## config.mk

```make
export PLATFORM = sky130hd
export DESIGN_NAME = bp_zynq_dram_bridge
export DESIGN_NICKNAME = d
export VERILOG_FILES = /design/src/rtl/bp_zynq_dram_bridge.sv
export SDC_FILE = /design/constraint.sdc
export NUM_CORES = 1
export LEC_CHECK = 0
export CORE_AREA = 2 2 201 203
export CTS_CLUSTER_SIZE = 30
export DETAILED_ROUTE_END_ITERATION = 10
export DIE_AREA = 0 0 203 205
export DONT_BUFFER_PORTS = 1
export PLACE_DENSITY_LB_ADDON = 0.05
export SYNTH_ARGS = -nofsm -noshare
export SYNTH_HDL_FRONTEND = slang
export SYNTH_SLANG_ARGS = --single-unit
```

## constraint.sdc

```tcl
create_clock -name clk_i -period 2.65 [get_ports clk_i]
set_input_delay 0.265 -clock clk_i [delete_from_list [all_inputs] [get_ports clk_i]]
set_output_delay 0.265 -clock clk_i [all_outputs]
set_load 0.02 [all_outputs]
```

## src/rtl/bp_zynq_dram_bridge.sv

```systemverilog
// rtl/bp_zynq_dram_bridge.sv - BedRock memory-forward to AXI4 HP DRAM bridge
//
// Turns one BedRock mem-fwd transaction at a time into an AXI4 burst on the
// Zynq PS DRAM port. The paddr is rebased into the 32-bit DRAM window. The
// AXI response is returned as BedRock mem-rev beats.
//
// Optional feature macro: BP_ZYNQ_DRAM_BOUNDS_CHECK_EN
//   When defined, accesses outside [dram_base_p, dram_base_p+dram_size_p) are
//   drained locally. They raise error_o and return zero data without any AXI
//   traffic.
//
// Ports:
//   clk_i, reset_i            clock, synchronous active-high reset
//   fwd_*                     BedRock forward header/data beats (ready-valid)
//   rev_*                     BedRock reverse header/data beats (ready-valid)
//   m_axi_aw*/w*/b*           AXI4 write address, data and response channels
//   m_axi_ar*/r*              AXI4 read address and data channels
//   error_o                   sticky: out-of-window access or nonzero resp
module bp_zynq_dram_bridge #(
  parameter int paddr_width_p    = 34,
  parameter int axi_addr_width_p = 32,
  parameter int axi_id_width_p   = 6,
  parameter int payload_width_p  = 16,
  parameter logic [paddr_width_p-1:0] dram_base_p = 34'h0_8000_0000,
  parameter logic [paddr_width_p-1:0] dram_size_p = 34'h0_4000_0000
) (
  input  logic                        clk_i,
  input  logic                        reset_i,
  input  logic                        fwd_wr_i,
  input  logic [paddr_width_p-1:0]    fwd_addr_i,
  input  logic [2:0]                  fwd_size_i,
  input  logic [payload_width_p-1:0]  fwd_payload_i,
  input  logic [63:0]                 fwd_data_i,
  input  logic                        fwd_last_i,
  input  logic                        fwd_v_i,
  output logic                        fwd_ready_and_o,
  output logic                        rev_wr_o,
  output logic [paddr_width_p-1:0]    rev_addr_o,
  output logic [2:0]                  rev_size_o,
  output logic [payload_width_p-1:0]  rev_payload_o,
  output logic [63:0]                 rev_data_o,
  output logic                        rev_last_o,
  output logic                        rev_v_o,
  input  logic                        rev_ready_and_i,
  output logic [axi_addr_width_p-1:0] m_axi_awaddr_o,
  output logic [axi_id_width_p-1:0]   m_axi_awid_o,
  output logic [7:0]                  m_axi_awlen_o,
  output logic [2:0]                  m_axi_awsize_o,
  output logic [1:0]                  m_axi_awburst_o,
  output logic                        m_axi_awvalid_o,
  input  logic                        m_axi_awready_i,
  output logic [63:0]                 m_axi_wdata_o,
  output logic [7:0]                  m_axi_wstrb_o,
  output logic                        m_axi_wlast_o,
  output logic                        m_axi_wvalid_o,
  input  logic                        m_axi_wready_i,
  input  logic [axi_id_width_p-1:0]   m_axi_bid_i,
  input  logic [1:0]                  m_axi_bresp_i,
  input  logic                        m_axi_bvalid_i,
  output logic                        m_axi_bready_o,
  output logic [axi_addr_width_p-1:0] m_axi_araddr_o,
  output logic [axi_id_width_p-1:0]   m_axi_arid_o,
  output logic [7:0]                  m_axi_arlen_o,
  output logic [2:0]                  m_axi_arsize_o,
  output logic [1:0]                  m_axi_arburst_o,
  output logic                        m_axi_arvalid_o,
  input  logic                        m_axi_arready_i,
  input  logic [63:0]                 m_axi_rdata_i,
  input  logic [axi_id_width_p-1:0]   m_axi_rid_i,
  input  logic [1:0]                  m_axi_rresp_i,
  input  logic                        m_axi_rlast_i,
  input  logic                        m_axi_rvalid_i,
  output logic                        m_axi_rready_o,
  output logic                        error_o
);

  typedef enum logic [2:0] {
    e_ready, e_aw, e_w, e_b, e_ar, e_r, e_err_drain, e_err_resp
  } state_e;

  state_e state_r, state_n;

  logic                       hdr_wr_r;
  logic [paddr_width_p-1:0]   hdr_addr_r;
  logic [2:0]                 hdr_size_r;
  logic [payload_width_p-1:0] hdr_payload_r;
  logic                       error_r;
  logic                       capture;
  logic                       set_error;
  logic                       oob;
  logic [paddr_width_p-1:0]   rel_addr;
  logic [7:0]                 axlen;
  logic [2:0]                 axsize;
  logic [7:0]                 sub_mask;
  logic                       err_last;
  logic                       unused_ok;

`ifdef BP_ZYNQ_DRAM_BOUNDS_CHECK_EN
  logic [paddr_width_p:0] end_addr;
  logic [paddr_width_p:0] win_end;
  logic [7:0]             err_cnt_r;

  // Compute with one extra bit so a window ending at the top of paddr space cannot wrap.
  assign end_addr = {1'b0, fwd_addr_i} + ({{paddr_width_p{1'b0}}, 1'b1} << fwd_size_i);
  assign win_end  = {1'b0, dram_base_p} + {1'b0, dram_size_p};
  assign oob      = (fwd_addr_i < dram_base_p) || (end_addr > win_end);
  // A write gets one reply beat; a read gets one zero beat per burst beat.
  assign err_last = hdr_wr_r || (err_cnt_r == axlen);

  always_ff @(posedge clk_i) begin
    if (reset_i || capture)
      err_cnt_r <= '0;
    else if (state_r == e_err_resp && rev_ready_and_i)
      err_cnt_r <= err_cnt_r + 8'd1;
  end
`else
  assign oob      = 1'b0;
  assign err_last = 1'b1;
`endif

  // The upper address bits above the window are dropped on purpose. The IDs are unused
  // because only one transaction is ever outstanding.
  assign rel_addr  = hdr_addr_r - dram_base_p;
  assign unused_ok = ^{m_axi_bid_i, m_axi_rid_i, dram_size_p,
                       rel_addr[paddr_width_p-1:axi_addr_width_p]};

  assign axlen    = (hdr_size_r >= 3'd3) ? ((8'd1 << (hdr_size_r - 3'd3)) - 8'd1) : 8'd0;
  assign axsize   = (hdr_size_r >= 3'd3) ? 3'd3 : hdr_size_r;
  assign sub_mask = (8'd1 << (4'd1 << hdr_size_r[1:0])) - 8'd1;

  assign m_axi_awaddr_o  = rel_addr[axi_addr_width_p-1:0];
  assign m_axi_awid_o    = '0;
  assign m_axi_awlen_o   = axlen;
  assign m_axi_awsize_o  = axsize;
  assign m_axi_awburst_o = 2'b01;
  assign m_axi_araddr_o  = rel_addr[axi_addr_width_p-1:0];
  assign m_axi_arid_o    = '0;
  assign m_axi_arlen_o   = axlen;
  assign m_axi_arsize_o  = axsize;
  assign m_axi_arburst_o = 2'b01;
  assign m_axi_wdata_o   = fwd_data_i;
  assign m_axi_wstrb_o   = (hdr_size_r >= 3'd3) ? 8'hFF : (sub_mask << hdr_addr_r[2:0]);

  assign rev_wr_o      = hdr_wr_r;
  assign rev_addr_o    = hdr_addr_r;
  assign rev_size_o    = hdr_size_r;
  assign rev_payload_o = hdr_payload_r;
  assign error_o       = error_r;

  always_ff @(posedge clk_i) begin
    if (reset_i) begin
      state_r       <= e_ready;
      hdr_wr_r      <= 1'b0;
      hdr_addr_r    <= '0;
      hdr_size_r    <= '0;
      hdr_payload_r <= '0;
      error_r       <= 1'b0;
    end else begin
      state_r <= state_n;
      if (capture) begin
        hdr_wr_r      <= fwd_wr_i;
        hdr_addr_r    <= fwd_addr_i;
        hdr_size_r    <= fwd_size_i;
        hdr_payload_r <= fwd_payload_i;
      end
      if (set_error)
        error_r <= 1'b1;
    end
  end

  always_comb begin
    state_n         = state_r;
    capture         = 1'b0;
    set_error       = 1'b0;
    fwd_ready_and_o = 1'b0;
    rev_v_o         = 1'b0;
    rev_data_o      = '0;
    rev_last_o      = 1'b0;
    m_axi_awvalid_o = 1'b0;
    m_axi_wvalid_o  = 1'b0;
    m_axi_wlast_o   = 1'b0;
    m_axi_bready_o  = 1'b0;
    m_axi_arvalid_o = 1'b0;
    m_axi_rready_o  = 1'b0;
    case (state_r)
      e_ready: begin
        // Peek at the header only; beats are consumed later in e_w, e_ar or e_err_drain.
        if (fwd_v_i) begin
          capture = 1'b1;
          if (oob) begin
            set_error = 1'b1;
            state_n   = e_err_drain;
          end else begin
            state_n = fwd_wr_i ? e_aw : e_ar;
          end
        end
      end
      e_aw: begin
        m_axi_awvalid_o = 1'b1;
        if (m_axi_awready_i) state_n = e_w;
      end
      e_w: begin
        m_axi_wvalid_o  = fwd_v_i;
        m_axi_wlast_o   = fwd_last_i;
        fwd_ready_and_o = m_axi_wready_i;
        if (fwd_v_i && m_axi_wready_i && fwd_last_i) state_n = e_b;
      end
      e_b: begin
        rev_v_o        = m_axi_bvalid_i;
        rev_last_o     = 1'b1;
        m_axi_bready_o = rev_ready_and_i;
        if (m_axi_bvalid_i && rev_ready_and_i) begin
          set_error = (m_axi_bresp_i != 2'b00);
          state_n   = e_ready;
        end
      end
      e_ar: begin
        m_axi_arvalid_o = 1'b1;
        // A read request carries exactly one forward beat; consume it as AR is accepted.
        if (m_axi_arready_i) begin
          fwd_ready_and_o = 1'b1;
          state_n         = e_r;
        end
      end
      e_r: begin
        rev_v_o        = m_axi_rvalid_i;
        rev_data_o     = m_axi_rdata_i;
        rev_last_o     = m_axi_rlast_i;
        m_axi_rready_o = rev_ready_and_i;
        if (m_axi_rvalid_i && rev_ready_and_i) begin
          set_error = (m_axi_rresp_i != 2'b00);
          if (m_axi_rlast_i) state_n = e_ready;
        end
      end
      e_err_drain: begin
        fwd_ready_and_o = 1'b1;
        if (fwd_v_i && fwd_last_i) state_n = e_err_resp;
      end
      e_err_resp: begin
        rev_v_o    = 1'b1;
        rev_last_o = err_last;
        if (rev_ready_and_i && err_last) state_n = e_ready;
      end
      default: state_n = e_ready;
    endcase
  end

endmodule

```

==> results.json, run 1 <==
{
  "status": "finished, final reports clean",
  "drt-total-wl_um": 18570,
  "final_max_slew_viol_count": 0,
  "worstReg2RegEnd": "error_o",
  "final_core_util": 0.1118,
  "grt_max_degree": 59,
  "coreArea_mm2": 0.03937,
  "end_kind": "output port",
  "post_cts_buffers": 0,
  "worstReg2RegStart": "state_r[0]",
  "diodes": 0,
  "fin_skew_ps": 11.73,
  "ff2ff_setup_slack_ps": 720,
  "die_area_mm2": 0.04162,
  "route.met2.wl_um": 9899,
  "syn2layout_area_growth_pct": 2.239,
  "core.rowCount": 73,
  "most-common-layout-cells": "nand2_1 (115), and2_1 (65), a21oi_1 (61)",
  "drc": 0,
  "die_width_um": 203,
  "fmax_mhz": 401.9,
  "wl_per_cell_um": 18.81,
  "finalSetupTns_ps": 0,
  "dr_total_vias": 3237,
  "die_h_um": 205,
  "reg2reg_depth": 4,
  "crit_arrival_ps": 2220,
  "fin_crit_sh": 0.9390,
  "grt_setup_unrepaired": "no",
  "min_path_cells": 2,
  "whs_endpoint": "rev_addr_o[31]",
  "min_period_ps": 2488,
  "cts_num_sinks": 58,
  "drt-met1-wl_um": 6497,
  "worstHoldStart": "fwd_addr_i[31]",
  "grt_pass1_wl_um": 25390,
  "finish.net_count": 669,
  "grt-ovfl-total": 0,
  "cts.clk_slew.worst_paths_ps": 70,
  "min_path_type": "in -> reg",
  "ys_seq_area_frac": 0.2698,
  "path_max_fanout": 8,
  "syn_area_mm2": 0.004303,
  "portBuffers": 0,
  "peakVddDrop_v": 0.0002904,
  "synth.avg_cell_area_um2": 7.381,
  "drt_iter0_drc": 160,
  "netlist_instances": 583,
  "place_congestion": 0.7048,
  "root_buffer": "clkbuf_16",
  "crit_path_start_kind": "flip-flop",
  "path_class": "reg -> out",
  "whs_ps": 36.76,
  "yosysUniqueCellTypes": 44,
  "maxCapViolations": 0,
  "start_util": 0.1093,
  "worstSkewPairLatency_ps": 360,
  "cts_tree": "done",
  "ys_ff_latch": 58,
  "antenna_left": 0,
  "clockBufferDepth": 2,
  "synth-async-reset-ratio": 0,
  "timing.final.hold_violations": 0,
  "top_layer": "met4",
  "final_common_cell": "nand2_1",
  "antenna_found_initial": 1,
  "vias_per_cell": 3.280,
  "synth_edf_count": 0,
  "dr_wl_met3_um": 1738,
  "relSlewSlack": 0.5099,
  "io-pin-count": 511,
  "post-dp-hpwl_um": 14450,
  "drive_gt1_frac": 0.1558,
  "firstDrtPassIters": 4,
  "synth_flop_cell": "dfxtp_1",
  "worst_pin_slew_ps": 734.2,
  "setup_viol": 0,
  "p_leak_nw": 1.539,
  "yosysWarnings": 0,
  "crit_required_ps": 2380,
  "grt_usage": 0.08764,
  "cts_buffers": 9,
  "first_global_vias": 3227,
  "htreeDepth": 3,
  "p_per_area_mw_per_mm2": 1108
}
==> where the power goes <==
group / switching (mW) / total (mW) / internal, mW / leakage (nW)
registers: 0.653 / 1.71 / 1.06 / 0.476
logic: 1.28 / 1.91 / 0.631 / 0.918
clock network: 0.522 / 1.25 / 0.727 / 0.145
total: 2.46 / 4.87 / 2.42 / 1.54
==> state kept, by name, summed over array words and instances, names as in the netlist <==
register and cells:
error_o 1, rev_addr_o 34, rev_payload_o 16, rev_size_o 3, rev_wr_o 1, state_r 3
==> per-stage QoR <==
stage          area, um^2  std cells  total power, mW  setup slack (ps)
2_1_floorplan        4390        601            3.485             13.93
3_3_place_gp         4036        970            3.671             277.3
3_5_place_dp         4036        970            3.670             279.3
4_1_cts              4364        987            5.015             45.93
5_1_grt              4399        987            5.259             33.18
6_report             4399        987            4.873             161.7
==> cell type report <==
| type | instances | area [um^2] |
|---|---|---|
| inverters | 12 | 45.04 |
| multi-input cells | 341 | 1878 |
| repair buffers | 35 | 361.6 |
| clock inverters | 7 | 70.07 |
| fillers | 4546 | 34970 |
| flip-flops and latches | 58 | 1162 |
| clock buffers | 9 | 225.2 |
| well taps | 525 | 656.9 |
==> kinds of logic after synthesis <==
family,synth area share
buffers and inverters,0.3263
muxes,0.002617
xor gates and xnor gates,0.004072
DFF,0.2698
AOI/OAI and AO/OA,0.1343
and+or+nand+nor,0.2524
other,0.001745
adders and majority gates,0.008724
==> worst max-delay path by stage <==
| stage | startpoint | to | slack [ps] |
|---|---|---|---|
| 2_1_floorplan | rev_size_o[0] | m_axi_awlen_o[6] | 10 |
| 4_1_cts | rev_size_o[0] | m_axi_arlen_o[6] | 50 |
| 3_3_place_gp | rev_size_o[1] | m_axi_arlen_o[6] | 280 |
| 3_5_place_dp | rev_size_o[1] | m_axi_arlen_o[6] | 280 |
| 5_1_grt | rev_size_o[0] | m_axi_awlen_o[6] | 30 |
| 6_report | rev_size_o[0] | m_axi_awlen_o[4] | 160 |
==> timing repair <==
action	CTS	global route
hold endpoints to repair	57	0
resized for setup	3	6
pin swaps	0	0
setup endpoints to repair	4	8
hold buffers	1	0
==> cell usage after synthesis (3+ instances only) <==
cell type,n,area (um^2)
o211ai_1,5,37.54
nor3_1,5,25.02
inv_1,12,45.04
buf_6,7,78.83
nor2b_1,5,31.28
a31oi_1,3,18.77
a311oi_1,3,26.28
or3_1,4,25.02
buf_4,158,1186
clkbuf_1,25,93.84
dfxtp_1,58,1161
nand2_1,115,431.7
and2_1,65,406.6
o21ai_0,9,45.04
ha_1,3,37.54
nor2_1,8,30.03
a21oi_1,63,315.3
==> routing by layer <==
layer	global-route usage	vias up
met5	0	-
li1	-	1447
met2	0.1612	263
met1	0.08602	1493
met4	0.03858	0
met3	0.03627	34
==> critical path: stages, from the launching register on <==
cell,delay (ps)
dfxtp_1,340
nand2_1,80
inv_1,120
ha_4,240
or3_4,340
ha_4,190
xor2_1,140
a22oi_1,190
nor2_2,80
buf_12,150
(Power assumes the default switching activity.)
==> run 2, diff against run 1 <==
Settings changed: CORE_AREA 2 2 201 203 to 5 5 198 200.
==> results.json, run 2 (synthesis gave the netlist of run 1 again) <==
{
  "dr_total_vias": 3205,
  "p_per_area_mw_per_mm2": 1135,
  "worst_pin_slew_ps": 770.1,
  "grt_max_degree": 66,
  "final-seq-area_mm2": 0.001162,
  "drc": 0,
  "die_width_um": 203,
  "cts_buffers": 9,
  "timing.final.hold_violations": 0,
  "path_class": "reg -> out",
  "first_global_vias": 3351,
  "ff2ff_setup_slack_ps": 750,
  "maxCapViolations": 0,
  "die_h_um": 205,
  "cts.clk_slew.worst_paths_ps": 60,
  "most-common-layout-cells": "nand2_1 (115), and2_1 (65), a21oi_1 (62)",
  "crit_arrival_ps": 2230,
  "syn2layout_area_growth_pct": 0.5234,
  "place_congestion": 0.7178,
  "relSlewSlack": 0.4822,
  "cp-startpoint": "rev_size_o[0]",
  "root_buffer": "clkbuf_16",
  "post-dp-hpwl_um": 15470,
  "portBuffers": 0,
  "finish.net_count": 668,
  "clockBufferDepth": 2,
  "io-pin-count": 511,
  "final_max_slew_viol_count": 0,
  "final_common_cell": "nand2_1",
  "cts_num_sinks": 58,
  "antenna_found_initial": 3,
  "die_area_mm2": 0.04162,
  "min_path_type": "in -> reg",
  "multiInputGateArea_mm2": 0.001879,
  "firstDrtPassIters": 5,
  "min_period_ps": 2497,
  "peakVddDrop_v": 0.0003479,
  "grt_setup_unrepaired": "no",
  "worstSkewPairLatency_ps": 360,
  "vias_per_cell": 3.428,
  "fin_area_mm2": 0.004325,
  "fin_crit_sh": 0.9422,
  "crit_required_ps": 2380,
  "antenna_left": 0,
  "htreeDepth": 3,
  "wl_per_cell_um": 20.72,
  "drt-total-wl_um": 19380,
  "grt_pass1_wl_um": 26530,
  "crit_path_start_kind": "flip-flop",
  "finalSetupTns_ps": 0,
  "grt-ovfl-total": 0,
  "start_util": 0.1156,
  "fmax_mhz": 400.5,
  "diodes": 0,
  "path_max_fanout": 8,
  "drt_iter0_drc": 99,
  "status": "finished, final reports clean",
  "drive_gt1_frac": 0.1518,
  "worstReg2RegEnd": "error_o",
  "coreArea_mm2": 0.03722,
  "setup_viol": 0,
  "placed_area_mm2": 0.003940,
  "cts_tree": "done",
  "fin_skew_ps": 10.49,
  "grt_usage": 0.08984,
  "reg2reg_depth": 5,
  "endpoint": "m_axi_arlen_o[6]",
  "core.rowCount": 71,
  "whs_ps": 40.45,
  "end_kind": "output port",
  "largest_reg_flops": 34,
  "p_leak_nw": 1.537,
  "n_fill_cell": 4297,
  "worstReg2RegStart": "state_r[0]"
}
==> run 2: cell type report <==
cell class | count | share of cell area
multi-input cells | 341 | 0.4345
clock buffers | 11 | 0.05612
repair buffers | 34 | 0.07521
inverters | 12 | 0.01041
flip-flops and latches | 58 | 0.2687
well taps | 474 | 0.1371
clock inverters | 5 | 0.01793
==> run 2: report_power, final <==
| group | internal, mW | switching (mW) |
|---|---|---|
| registers | 1.06 | 0.672 |
| clock network | 0.846 | 0.492 |
| logic | 0.587 | 1.25 |
==> run 2: critical path, stage by stage (launching register included) <==
cell and delay, ps:
dfxtp_1 330, nand2_1 80, inv_1 130, ha_4 240, or3_4 340, ha_4 190, o21ai_0 160, nand2_1 110
a21oi_4 160, buf_12 140
==> run 2: worst min path at each step <==
stage                   startpoint        endpoint  slack, ps  depth (start not counted)
floorplan            fwd_size_i[1]   rev_size_o[1]        390                          2
finish              fwd_addr_i[11]  rev_addr_o[11]         40                          2
global placement           reset_i  rev_addr_o[24]        350                          1
global route        fwd_addr_i[28]  rev_addr_o[28]         20                          2
detailed placement         reset_i  rev_addr_o[24]        350                          1
CTS                 fwd_addr_i[11]  rev_addr_o[11]          7                          2
==> run 2: what timing repair did <==
item / in CTS / in global routing
gates resized for setup: 2 / 5
buffers inserted: 0 / 0
endpoints found under the setup margin: 4 / 6
pin swaps: 0 / 0
endpoints found under the hold margin: 57 / 0
hold buffers: 1 / 0
==> run 2: through the flow <==
step / instances / power, mW / utilization / setup slack, ps
finish: 935 / 4.908 / 0.1162 / 153.1
CTS: 935 / 5.051 / 0.1153 / 28.57
global route: 935 / 5.274 / 0.1162 / 47.50
global placement: 918 / 3.608 / 0.1059 / 306.7
detailed placement: 918 / 3.610 / 0.1059 / 316.0
floorplan: 601 / 3.485 / - / 13.93
==> run 2: metal layers <==
metal / track usage / routed length (um) / vias up
li1: - / - / 1450
met1: 0.08678 / 6587 / 1440
met2: 0.1551 / 9720 / 278
met3: 0.04892 / 2300 / 37
met4: 0.04656 / 770 / 0
met5: 0 / 0 / -
==> run 3, diff against run 2 <==
Clock period 2.65 ns to 3.02 ns, I/O delays scaled along.
==> results.json, run 3 (synthesis gave the netlist of run 1 again) <==
{
  "finalSetupTns_ps": 0,
  "cts_tree": "done",
  "grt_usage": 0.08607,
  "grt_pass1_wl_um": 25460,
  "grt_setup_unrepaired": "no",
  "root_buffer": "clkbuf_16",
  "portBuffers": 0,
  "sw_frac_of_total": 0.4925,
  "timing.final.hold_violations": 0,
  "min_path_cells": 1,
  "drt_iter0_drc": 121,
  "multiInputGateArea_mm2": 0.001814,
  "largest_reg_flops": 34,
  "cts_buffers": 9,
  "maxCapViolations": 0,
  "p_leak_nw": 1.468,
  "worstHoldStart": "reset_i",
  "crit_arrival_ps": 2500,
  "clockBufferDepth": 2,
  "start_util": 0.1156,
  "final_max_slew_viol_count": 0,
  "placed_area_mm2": 0.003799,
  "fin_skew_ps": 9.372,
  "die_width_um": 203,
  "drt-total-wl_um": 18510,
  "cts_num_sinks": 58,
  "p_per_area_mw_per_mm2": 999.4,
  "path_max_fanout": 8,
  "fin_area_mm2": 0.004143,
  "post_cts_buffers": 0,
  "min_period_ps": 2801,
  "most-common-layout-cells": "nand2_1 (115), and2_1 (65), a21oi_1 (63)",
  "htreeDepth": 3,
  "path_class": "reg -> out",
  "antenna_found_initial": 2,
  "drive_gt1_frac": 0.1084,
  "die_h_um": 205,
  "peakVddDrop_v": 0.0002511,
  "post-dp-hpwl_um": 14220,
  "relSlewSlack": 0.3788,
  "reg2reg_depth": 5,
  "power.total_mw": 4.140,
  "grt_max_degree": 66,
  "grt-ovfl-total": 0,
  "worstReg2RegStart": "state_r[0]",
  "syn2layout_area_growth_pct": -3.722,
  "cp-startpoint": "rev_size_o[2]",
  "n_fill_cell": 4289,
  "switching_power_mw": 2.039,
  "final_cells": 928,
  "worst_pin_slew_ps": 930.5,
  "cts.clk_slew.worst_paths_ps": 60,
  "min_path_type": "in -> reg",
  "p_clk_frac": 0.272,
  "crit_path_start_kind": "flip-flop",
  "p_int_mw": 2.101,
  "place_congestion": 0.7250,
  "firstDrtPassIters": 4,
  "drc": 0,
  "power_frac_comb": 0.356,
  "finish.net_count": 660,
  "fin_crit_sh": 0.9276,
  "io-pin-count": 511,
  "wl_per_cell_um": 19.95,
  "first_global_vias": 3407,
  "final_common_cell": "nand2_1",
  "seq_power_share": 0.373,
  "worstSkewPairLatency_ps": 350,
  "die_area_mm2": 0.04162,
  "fmax_mhz": 357.0,
  "final_core_util": 0.1113,
  "core.rowCount": 71,
  "crit_required_ps": 2720,
  "vias_per_cell": 3.430,
  "dpl.cell_count": 908,
  "antenna_left": 0,
  "final-seq-area_mm2": 0.001162,
  "dr_total_vias": 3183,
  "setup_viol": 0,
  "coreArea_mm2": 0.03722,
  "status": "finished, final reports clean",
  "end_kind": "output port"
}
-- run 3: area by class of cell --
cell class                 instances  share of cell area
antenna                            2            0.001208
multi-input combinational        341              0.4379
clock buffer                       9             0.05436
clock inverter                     6             0.01993
inverter                          12             0.01087
tap                              474              0.1432
sequential                        58              0.2806
timing repair buffer              26             0.05195
-- run 3: routing by layer --
| metal | part of all wire | GRT usage |
|---|---|---|
| met1 | 0.36 | 0.08839 |
| met2 | 0.49 | 0.1440 |
| met3 | 0.11 | 0.04432 |
| met4 | 0.036 | 0.04462 |
| met5 | 0 | 0 |
-- run 3: power groups by stage --
stage               combinational, mW  sequential [mW]  clock (mW)
finish                           1.47             1.54        1.12
floorplan                        1.80             1.24           0
CTS                              1.53             1.55        1.20
detailed placement               1.51             1.57           0
global route                     1.65             1.59        1.22
global placement                 1.51             1.57           0
-- run 3: critical path, cell delays in order (launching register included) --
cell and delay [ps]:
dfxtp_2 430, inv_1 70, ha_1 390, or3_1 340, ha_1 280, o21ai_0 180, nand2_1 70, a21oi_1 170
buf_4 210
-- run 3: path summary, 6_finish.rpt --
kind | to | slack (ps)
worst max-delay path | m_axi_awlen_o[6] | 220
worst min-delay path | rev_payload_o[11] | 40
worst max register to register | error_o | 930
worst min register to register | rev_size_o[2] | 540
-- run 3: timing repair --
item                       4_1_cts  5_1_grt
setup endpoints to repair        0        4
gates resized for setup          0        1
hold buffers                     3        0
hold endpoints to repair        15        0
-- run 3: through the flow --
stage	worst slack, ps	hold WS, ps
final	218.7	37.95
after global routing	18.19	11.87
after CTS	55.26	1.307
after detailed placement	457.1	377.8
after global placement	457.6	376.9
after floorplan	28.96	438.0
